[src/rtl/hsi_mse_min_search.sv]
// hsi_mse_min_search
// Tracks the smallest MSE (and the arrival index that produced it) over a
// programmed number of MSE results, then pulses done with the best match.
//
// Ports:
//   clk, rst          clock (rising edge) and synchronous active-high reset
//   start             one-cycle pulse: begin a new search, latch library_size
//                     (and threshold when compiled in); aborts a running one
//   library_size      results in this search, saturates to LIBRARY_SIZE
//   mse, mse_valid    incoming MSE result and its single-cycle qualifier
//   threshold         max accepted MSE (only with HSI_MSE_THRESHOLD_EN)
//   busy              high while searching
//   done              one-cycle pulse when the result is final
//   min_mse/min_index best MSE so far and its 0-based arrival index
//   match             result qualifier, held until the next start
//
// Optional feature macro: HSI_MSE_THRESHOLD_EN (adds threshold port; match
// then also requires min_mse <= threshold).
module hsi_mse_min_search #(
    parameter int unsigned WORD_WIDTH   = 32,
    parameter int unsigned LIBRARY_SIZE = 16,
    parameter int unsigned LIBRARY_ADDR = $clog2(LIBRARY_SIZE)
) (
    input  logic                    clk,
    input  logic                    rst,
    input  logic                    start,
    input  logic [LIBRARY_ADDR:0]   library_size,
    input  logic [WORD_WIDTH-1:0]   mse,
    input  logic                    mse_valid,
`ifdef HSI_MSE_THRESHOLD_EN
    input  logic [WORD_WIDTH-1:0]   threshold,
`endif
    output logic                    busy,
    output logic                    done,
    output logic [WORD_WIDTH-1:0]   min_mse,
    output logic [LIBRARY_ADDR-1:0] min_index,
    output logic                    match
);

    localparam int unsigned SIZE_W = LIBRARY_ADDR + 1;
    localparam logic [SIZE_W-1:0]     SIZE_MAX = SIZE_W'(LIBRARY_SIZE);
    localparam logic [WORD_WIDTH-1:0] MSE_INIT = '1;

    typedef enum logic [1:0] {
        IDLE,
        SEARCH,
        DONE
    } state_t;

    state_t                  state_q, state_d;
    logic [SIZE_W-1:0]       count_q, count_d;
    logic [SIZE_W-1:0]       size_q, size_d;
    logic [SIZE_W-1:0]       size_sat;
    logic [WORD_WIDTH-1:0]   min_mse_d;
    logic [LIBRARY_ADDR-1:0] min_index_d;
    logic                    match_d;
    logic                    busy_d;
    logic                    done_d;
`ifdef HSI_MSE_THRESHOLD_EN
    logic [WORD_WIDTH-1:0]   thr_q, thr_d;
`endif

    // Next-state and next-output logic
    always_comb begin
        state_d     = state_q;
        count_d     = count_q;
        size_d      = size_q;
        min_mse_d   = min_mse;
        min_index_d = min_index;
        match_d     = match;
`ifdef HSI_MSE_THRESHOLD_EN
        thr_d       = thr_q;
`endif
        size_sat    = (library_size > SIZE_MAX) ? SIZE_MAX : library_size;

        if (start) begin
            // start wins in every state; a same-cycle mse_valid is discarded
            count_d     = '0;
            size_d      = size_sat;
            min_mse_d   = MSE_INIT;
            min_index_d = '0;
            match_d     = 1'b0;
`ifdef HSI_MSE_THRESHOLD_EN
            thr_d       = threshold;
`endif
            state_d     = (size_sat == '0) ? DONE : SEARCH;
        end else begin
            case (state_q)
                SEARCH: begin
                    if (mse_valid) begin
                        // strict compare so ties keep the earlier index
                        if (mse < min_mse) begin
                            min_mse_d   = mse;
                            min_index_d = LIBRARY_ADDR'(count_q);
                        end
                        count_d = count_q + SIZE_W'(1);
                        if (count_q == size_q - SIZE_W'(1)) begin
                            state_d = DONE;
`ifdef HSI_MSE_THRESHOLD_EN
                            match_d = (min_mse_d <= thr_q) && (size_q != '0);
`else
                            match_d = (size_q != '0);
`endif
                        end
                    end
                end
                DONE:    state_d = IDLE;
                default: state_d = state_q;
            endcase
        end

        busy_d = (state_d == SEARCH);
        done_d = (state_d == DONE);
    end

    // State and registered outputs
    always_ff @(posedge clk) begin
        if (rst) begin
            state_q   <= IDLE;
            count_q   <= '0;
            size_q    <= '0;
            min_mse   <= '0;
            min_index <= '0;
            match     <= 1'b0;
            busy      <= 1'b0;
            done      <= 1'b0;
`ifdef HSI_MSE_THRESHOLD_EN
            thr_q     <= '0;
`endif
        end else begin
            state_q   <= state_d;
            count_q   <= count_d;
            size_q    <= size_d;
            min_mse   <= min_mse_d;
            min_index <= min_index_d;
            match     <= match_d;
            busy      <= busy_d;
            done      <= done_d;
`ifdef HSI_MSE_THRESHOLD_EN
            thr_q     <= thr_d;
`endif
        end
    end

endmodule

[config.mk]
export PLATFORM = sky130hd
export DESIGN_NAME = hsi_mse_min_search
export DESIGN_NICKNAME = d
export VERILOG_FILES = /design/src/rtl/hsi_mse_min_search.sv
export SDC_FILE = /design/constraint.sdc
export NUM_CORES = 1
export LEC_CHECK = 0
export BUFFER_PORTS_ARGS = -buffer_cell sky130_fd_sc_hd__buf_2
export CAP_MARGIN = 15
export CORE_MARGIN = 2
export CORE_UTILIZATION = 47
export DETAILED_ROUTE_END_ITERATION = 10
export PLACE_DENSITY = 0.82
export SETUP_SLACK_MARGIN = 0.5
export SLEW_MARGIN = 25
export SYNTH_ARGS = -nofsm -noshare
export SYNTH_HDL_FRONTEND = slang
export SYNTH_SLANG_ARGS = --single-unit
[constraint.sdc]
create_clock -name clk -period 7.3 [get_ports clk]
set_clock_uncertainty 0.2 [all_clocks]
set_input_delay 0.365 -clock clk [delete_from_list [all_inputs] [get_ports clk]]
set_output_delay 0.365 -clock clk [all_outputs]
set_load 0.03 [all_outputs]
==> run metrics <==
critical setup path kind=reg2reg; Async SR Flop Fraction=0%; Fin. Hold Viols=0; initial core utilization=48.1%; Yosys cell types=42; first-pass GRT wire length=12700 microns; DR vias=3269; grt ovf=0; Die Height=89.7 microns; Peak supply drop=88.1 uV; Hold Path Cell Cnt=3; RSZ-0062 raised after global routing=no; 1st-pass router iterations=4; DRC Markers=0; Tcrit/Tclk final=42.7%; # hold bufs at CTS=0; largest net degree at the start of global routing=80; area of the core=7180 sq um; layer with the highest usage=met2; Skew-Pair Late Insertion Delay=0.31 ns; Vias/cell=5.79; EDFF count, synth=0; Yosys top cell area share=29.6%; drt first-iter violations=173; mux contribution to synthesized area=1.45%; antenna cells=0; layout net count=540; Crit Path Max Fanout=50; syn_area_per_cell=8.40 sq um; Sink Count=51; die area=8040 sq um; FMAX=0.321 GHz; Yosys warning count=0; CP required=7.29 ns; Slew HR=42.2%; register area share after synthesis=29.6%; Final Max Slew Viols=0; actual slew at the worst max-slew pin=0.867 ns; P per Cell Area=184 nW/um^2; final setup violation count=0; Critical Path AT=3.10 ns; CP Launch Type=flop; Worst R2R Path Depth=7; sequential cell area=1020 sq um; post-synthesis xor/xnor area fraction=3.05%; M3 GR Usage=3.93%; Post-CTS Resized=0; multi-input logic area=2140 sq um; Mapped Area=3450 sq um; leak pwr=1.76 nW; TritonCTS Buffers=5; post-layout min period=3.11 ns; Rows=31; Synthesized Nets=486; Setup Buffers After CTS=0; PortBufs=79; Filler cells=661; H-tree levels=2; Hold Crit Class=in2reg; io pins=80; post-synthesis simple-gate area fraction=19.5%; Post-synth top cells=51 x dfxtp_1, 47 x nor2_1, 38 x inv_1; share of cells above drive strength 1=22.1%; met1 Usage GRT=23.5%; critical path endpoint category=flop; Yosys reg bits=51; Compound-Gate Fraction of Synth Area=24.4%; M2 GR Usage=34.3%; antenna violations before repair=0; CTS Root Cell=clkbuf_8; dominant cells by area after synthesis=dfxtp_1 30%, ha_1 12%, a2111oi_1 9.0%; number of global-route vias before repair=2891; Total GRT Usage=19.8%; outcome=complete, no violations; area leader, netlist=dfxtp_1; Syn Inst Count=411; CTS tree=built; Synth Flop Type=dfxtp_1; Fin Setup TNS=0 ns; final WL=8090 microns; Final Util=55.4%; RD Place Congestion=0.899; ANT nets after route=0; top-count cell post-synth=dfxtp_1; Area Overhead vs Synth=15.3%; WHS=0.135 ns; clock slew at reported path FFs=0.10 ns; Final HPWL DP=5690 microns; Die Width=89.7 microns; max_cap viols=0; deepest clock path buffer count=2; largest family of logic cells by synthesized area=compound AO/OA/AOI/OAI gates; DR WL/cell=14.3 microns; Post-Synth Adder-Cell Area=12.3%
worst paths after layout:
check                                     start      endpoint  slack, ns
worst max-delay path                min_mse[31]    min_mse[6]       4.19
worst min-delay path            library_size[2]     size_q[2]       0.13
worst max register to register      min_mse[31]    min_mse[6]       4.19
worst min register to register     min_index[0]  min_index[0]       0.26
state kept, by name, summed over array words and instances, names as in the netlist:
name and cells:
busy 1, done 1, min_mse 32, match 1, state_q 2, count_q 5, min_index 4, size_q 5
area by class of cell:
class	count	share of cell area, %
clock inverter	3	1.70
multi-input combinational	287	53.7
timing repair buffer	82	10.5
clock buffer	5	1.73
sequential	51	25.7
inverter	38	3.58
tap	99	3.11
per-stage QoR:
stage / total power, mW / area [sq um] / cells / setup WS (ns)
after floorplan: 0.455 / 3450 / 411 / 4.74
after global placement: 0.496 / 3830 / 557 / 3.83
after detailed placement: 0.504 / 3830 / 557 / 3.74
after CTS: 0.738 / 3960 / 565 / 3.84
after global routing: 0.774 / 3980 / 565 / 3.94
final: 0.734 / 3980 / 565 / 4.19
logic make-up after synthesis:
family                   count (synthesis)
AND/OR/NAND/NOR                        135
buffers and inverters                   73
flip-flops                              51
AO/OA/AOI/OAI                          101
XOR/XNOR                                12
adder cells (fa/ha/maj)                 34
multiplexers                             5
placed cells by master (no fill, tap or decap), types with 2 or more instances in the layout:
cell       count
bufinv_16      2
nand3_1        8
buf_4          3
o22ai_1        2
a21oi_1       17
ha_1          34
xnor2_1        6
nand4_1        4
buf_2         79
nor2_1        47
nand2b_1       2
dfxtp_1       51
clkbuf_8       5
o21ai_1        3
a2111oi_0     32
nand2_1       24
o21ai_0        5
nor3_1         2
xor2_1         6
nand3b_1       3
a2111oi_1     31
and3_1        32
inv_1         38
mux2i_1        5
nor2b_1        3
a211oi_2       3
report_power, final:
part	leakage (nW)	total, mW	internal (mW)	switching (mW)
clock	0.0644	0.234	0.137	0.0974
combinational	1.28	0.190	0.0656	0.125
sequential	0.423	0.309	0.296	0.0132
worst max-delay path, cell delays in order, from the launching register on:
cell and delay, ns:
dfxtp_1 0.37, inv_1 0.05, ha_1 0.30, nand4_1 0.23, nor4_4 0.73, buf_4 0.50, a2111oi_0 0.20, a2111oi_1 0.39
per-layer routing:
| layer | part of all wire [%] | vias up |
|---|---|---|
| met1 | 43 | 1525 |
| li1 | - | 1636 |
| met4 | 3.1 | 0 |
| met3 | 5.1 | 20 |
| met5 | 0 | - |
| met2 | 48 | 88 |
Note: power is estimated with default switching activity, not from simulation.
